File: config.mk
export PLATFORM = sky130hd
export DESIGN_NAME = mult_seq_ctrl
export DESIGN_NICKNAME = d
export VERILOG_FILES = /design/src/rtl/mult_pkg.sv /design/src/rtl/pp_mult3.sv /design/src/rtl/mult_seq_ctrl.sv
export SDC_FILE = /design/constraint.sdc
export NUM_CORES = 1
export LEC_CHECK = 0
export CAP_MARGIN = 0
export CORE_AREA = 2 2 137 99
export CTS_CLUSTER_SIZE = 16
export DETAILED_ROUTE_END_ITERATION = 10
export DIE_AREA = 0 0 139 101
export GPL_TIMING_DRIVEN = 0
export PLACE_DENSITY = 0.51
export RECOVER_POWER = 100
export SLEW_MARGIN = 10
export SYNTH_ARGS = -nofsm -noshare
export SYNTH_HDL_FRONTEND = slang
export SYNTH_HIERARCHICAL = 1
export SYNTH_SLANG_ARGS = --single-unit
File: constraint.sdc
create_clock -name clk -period 6.9 [get_ports clk]
set_clock_uncertainty 0.05 [all_clocks]
set_input_delay 1.035 -clock clk [delete_from_list [all_inputs] [get_ports clk]]
set_output_delay 1.035 -clock clk [all_outputs]
set_load 0.05 [all_outputs]
File: src/rtl/mult_pkg.sv
// Shared types and constants for the sequential 8x8 multiplier.
// Holds FSM state type, slice geometry and operand/term helpers.
package mult_pkg;

  typedef enum logic [1:0] {
    IDLE = 2'd0,
    CALC = 2'd1,
    DONE = 2'd2
  } state_t;

  localparam int SLICE_W  = 3;
  localparam int N_SLICES = 3;
  localparam int TERMS    = 9;
  localparam int PROD_W   = 16;

  // 2-bit top slice is zero-extended to 3 bits
  function automatic logic [SLICE_W-1:0] get_slice(
    input logic [7:0] v,
    input logic [1:0] k
  );
    logic [SLICE_W-1:0] s;
    unique case (1'b1)
      (k == 2'd0): s = v[2:0];
      (k == 2'd1): s = v[5:3];
      default:     s = {1'b0, v[7:6]};
    endcase
    return s;
  endfunction

  // term index -> {row, col}; out-of-range maps to {0,0}
  function automatic logic [3:0] idx_rc(input logic [3:0] idx);
    logic [3:0] rc;
    unique case (1'b1)
      (idx == 4'd0): rc = {2'd0, 2'd0};
      (idx == 4'd1): rc = {2'd0, 2'd1};
      (idx == 4'd2): rc = {2'd0, 2'd2};
      (idx == 4'd3): rc = {2'd1, 2'd0};
      (idx == 4'd4): rc = {2'd1, 2'd1};
      (idx == 4'd5): rc = {2'd1, 2'd2};
      (idx == 4'd6): rc = {2'd2, 2'd0};
      (idx == 4'd7): rc = {2'd2, 2'd1};
      (idx == 4'd8): rc = {2'd2, 2'd2};
      default:       rc = 4'd0;
    endcase
    return rc;
  endfunction

  // weight of a term: 3*(row+col)
  function automatic logic [3:0] term_shift(
    input logic [1:0] row,
    input logic [1:0] col
  );
    logic [3:0] s;
    s = {2'b0, row} + {2'b0, col};
    return (s << 1) + s;
  endfunction

endpackage

File: src/rtl/pp_mult3.sv
// Combinational 3x3-bit unsigned multiply.
// Ports: x, y (3-bit operands), p (6-bit product).
module pp_mult3 (
  input  logic [2:0] x,
  input  logic [2:0] y,
  output logic [5:0] p
);

  assign p = {3'b0, x} * {3'b0, y};

endmodule

File: src/rtl/mult_seq_ctrl.sv
// Sequential 8x8 multiplier: nine 3x3 partial products, one per cycle.
// Ports: clk, rst_n, in_valid/in_ready/a/b, out_valid/out_ready/out_p, busy.
module mult_seq_ctrl
  import mult_pkg::*;
#(
  parameter int PP_PIPE = 0
) (
  input  logic              clk,
  input  logic              rst_n,
  input  logic              in_valid,
  output logic              in_ready,
  input  logic [7:0]        a,
  input  logic [7:0]        b,
  output logic              out_valid,
  input  logic              out_ready,
  output logic [PROD_W-1:0] out_p,
  output logic              busy
);

  // with the PP register, one extra CALC cycle drains the last term
  localparam int          LAST_I = TERMS - 1 + ((PP_PIPE != 0) ? 1 : 0);
  localparam logic [3:0]  LAST   = 4'(LAST_I);

  state_t            state;
  logic [3:0]        idx;
  logic [PROD_W-1:0] acc;
  logic [7:0]        a_q;
  logic [7:0]        b_q;
  logic [5:0]        pp_q;
  logic [3:0]        pp_sh;
  logic              pp_vld;

  logic [1:0]        row;
  logic [1:0]        col;
  logic [2:0]        rs;
  logic [2:0]        cs;
  logic [5:0]        term;
  logic [3:0]        sh;
  logic [PROD_W-1:0] addend;

  always_comb begin
    {row, col} = idx_rc(idx);
    rs = get_slice(a_q, row);
    cs = get_slice(b_q, col);
    sh = term_shift(row, col);
    addend = '0;
    if (PP_PIPE != 0) begin
      if (pp_vld) addend = PROD_W'(pp_q) << pp_sh;
    end else begin
      addend = PROD_W'(term) << sh;
    end
  end

  pp_mult3 u_pp (
    .x (rs),
    .y (cs),
    .p (term)
  );

  always_ff @(posedge clk or negedge rst_n) begin
    if (!rst_n) begin
      state  <= IDLE;
      idx    <= '0;
      acc    <= '0;
      a_q    <= '0;
      b_q    <= '0;
      pp_q   <= '0;
      pp_sh  <= '0;
      pp_vld <= 1'b0;
    end else begin
      unique case (state)
        IDLE: begin
          if (in_valid) begin
            a_q    <= a;
            b_q    <= b;
            acc    <= '0;
            idx    <= '0;
            pp_q   <= '0;
            pp_sh  <= '0;
            pp_vld <= 1'b0;
            state  <= CALC;
          end
        end
        CALC: begin
          acc <= acc + addend;
          idx <= idx + 4'd1;
          if (PP_PIPE != 0) begin
            pp_q   <= term;
            pp_sh  <= sh;
            pp_vld <= (idx != 4'(TERMS));
          end
          if (idx == LAST) state <= DONE;
        end
        DONE: begin
          if (out_ready) state <= IDLE;
        end
        default: state <= IDLE;
      endcase
    end
  end

  // gated by rst_n so nothing is accepted while reset is held
  assign in_ready  = (state == IDLE) && rst_n;
  assign out_valid = (state == DONE);
  assign out_p     = out_valid ? acc : '0;
  assign busy      = (state == CALC);

endmodule

==> flow_metrics.env <==
export IMPL_clk_path_buf_depth=2
export IMPL_drtIter0Drc=144
export IMPL_synthDominantCellAreaShare_pct=30.6
export IMPL_cts_buffers=5
export IMPL_num_rows=35
export IMPL_grt_max_degree=22
export IMPL_syn_num_nets=396
export IMPL_crit_fanout=6
export IMPL_vias=2582
export IMPL_mostFrequentLayoutCells="nand2_1 (41), dfrtp_1 (38), ha_1 (26)"
export IMPL_setup_reg_to_reg_worst_slack_ns=0.95
export IMPL_maxSlewHeadroom_pct=19.4
export IMPL_fp_dieW_um=139
export IMPL_start_kind="flip-flop"
export IMPL_via_per_inst=4.63
export IMPL_max_freq_ghz=0.168
export IMPL_drt_pass1_iter_count=4
export IMPL_rsz0062_at_grt="false"
export IMPL_drv_slew=0
export IMPL_avgSynthCellArea_um2=9.00
export IMPL_grt_pass1_wl_um=13300
export IMPL_critPathKind="flip-flop to flip-flop"
export IMPL_synthArstFlopShare_pct=100
export IMPL_hp_start="a_q[4]"
export IMPL_hold_path_class="flip-flop to flip-flop"
export IMPL_grt_usage_pct=11.9
export IMPL_drc=0
export IMPL_regToRegEndpoint="acc[15]"
export IMPL_period_needed_ns=5.95
export IMPL_cts_tree="yes"
export IMPL_netlist_area_mm2=0.00311
export IMPL_cts_sinks=38
export IMPL_layout_commonest_cell="nand2_1"
export IMPL_wl_per_cell_um=14.2
export IMPL_postCtsHoldBufs=0
export IMPL_synthTopCellsByArea="dfrtp_1 (31%), ha_1 (10%), mux2_2 (8.3%)"
export IMPL_drv_cap=0
export IMPL_setup_tns_ns=0
export IMPL_arrival_ns=6.09
export IMPL_ys_warn_count=6
export IMPL_grt_pass1_vias=2640
export IMPL_synthFlopType="dfrtp_1"
export IMPL_setup_viol=0
export IMPL_antenna_left=0
export IMPL_syn2layout_area_growth_pct=24.2
export IMPL_synth_top_area_cell="dfrtp_1"
export IMPL_gp_congestion=0.885
export IMPL_antenna_cells=0
export IMPL_post_route_period_util_pct=86.2
export IMPL_required_ns=7.05
export IMPL_timing_rr_start="idx[0]"
export IMPL_holdPathEnd="a_q[4]"
export IMPL_dp_hpwl_um=6260
export IMPL_clk_pin_slew_ns=0.06
export IMPL_root_buffer="clkbuf_16"
export IMPL_drive_gt1_share_pct=9.44
export IMPL_postCtsSetupRepairBufs=0
export IMPL_synth_cell_types=49
export IMPL_dieArea_mm2=0.0140
export IMPL_timing_final_hold_violations=0
export IMPL_ys_seq_elements=38
export IMPL_synth_edff_count=0
export IMPL_pin_count=39
export IMPL_clk_latency_ns=0.29
export IMPL_syn_inst=345
export IMPL_core_region_area_mm2=0.0128
export IMPL_antenna_found_initial=0
export IMPL_yosysSeqAreaShare_pct=30.6
export IMPL_status="finished, final reports clean"
export IMPL_worst_pin_slew_ns=1.21
export IMPL_ctsResizeCount=0
export IMPL_start_util_pct=24.3
export IMPL_cp_end_kind="flip-flop"
export IMPL_min_path_cells=1
export IMPL_wirelength_um=7920
export IMPL_grt_overflow_total=0
export IMPL_ff2ff_path_depth=24
export IMPL_htreeDepth=2
export IMPL_nets=442
export IMPL_portBuffers=38
export IMPL_die_h_um=101
[per-stage QoR]
stage                     cell area [um^2]  hold WS (ns)  utilization (%)  setup WS [ns]  instances
after floorplan                       3110         0.420                -           1.78        345
after global placement                3690         0.442             28.9           1.14        549
after detailed placement              3710         0.445             29.0           1.05        550
after CTS                             3880         0.462             30.3           1.02        558
after global routing                  3860         0.475             30.2          0.329        558
final                                 3860         0.458             30.2          0.953        558
[synth_stat cells (2+ instances only)]
cell type and number:
o21ai_0 21, fa_1 5, and2_1 26, o32ai_1 2, nor3b_1 2, nand2_1 41
a21oi_1 13, o21a_1 7, nor2b_1 2, nand3b_1 3, xnor2_1 5, nand3_1 3
or2_2 2, mux2i_1 11, dfrtp_1 38, nand4_1 3, nor2_1 24, a21o_1 2
clkbuf_1 9, o31ai_1 2, nand2b_1 5, and3_1 2, o21bai_1 2, ha_1 26
a21o_2 2, o22ai_1 15, xor2_1 6, mux2_2 23, buf_1 2, inv_1 16
a31oi_1 2, a211oi_1 2, o211ai_1 3, nor3_1 3
[worst max-delay path, cell delays in order, from the launching register on]
cell and delay [ns]:
dfrtp_1 0.44, inv_1 0.10, ha_1 0.16, nand2b_1 0.12
o22ai_1 0.07, nor2_1 0.38, mux2i_1 0.25, o21ai_0 0.15
and2_0 0.22, fa_1 0.55, ha_1 0.16, inv_1 0.06
fa_1 0.37, xnor2_1 0.14, mux2_1 0.34, o21ai_0 0.26
mux2_1 0.21, nor2_1 0.05, ha_1 0.33, o21a_1 0.22
o211a_1 0.21, a21oi_1 0.40, o311ai_0 0.25, and2_4 0.20
o211ai_1 0.17
[how the worst max path moves through the flow]
stage | from | to | cells after the start
finish | idx[0] | acc[15] | 24
floorplan | idx[0] | acc[15] | 23
CTS | idx[0] | acc[15] | 24
detailed placement | idx[0] | acc[15] | 24
global placement | idx[0] | acc[15] | 24
global route | idx[0] | acc[15] | 24
[per-layer routing]
layer  global-route usage [%]  up-vias  share of wire, %
met5                        0        -                 0
met2                     19.7       33                44
met1                     16.6     1234                53
met3                     1.85        4               2.3
li1                         -     1311                 -
met4                     2.41        0              0.48
[layout make-up]
cell class	count	area, um^2
Buffer	13	66.3
Tap cell	166	208
Clock buffer	5	125
Sequential cell	38	951
Timing Repair Buffer	39	378
Inverter	16	60.1
Multi-Input combinational cell	278	2020
Clock inverter	3	45.0
Fill cell	1356	8930
[sequential cells by signal, indices dropped and copies added (netlist names)]
signal and cells:
acc 16, a_q 8, b_q 8, idx 4, state 2
[kinds of logic (layout without fill, tap and decap cells)]
kind of cell,count (synthesis),after routing,share of synthesized area (%)
fa+ha+maj,31,31,13.7
xor+xnor,11,11,3.10
buf+inv,29,76,4.07
simple gates,121,121,19.5
mux,35,35,12.6
flops,38,38,30.6
compound gates,80,80,16.4
Power is not shown: default switching activity piles up to over one toggle a cycle in this logic, so the estimate is an artifact.
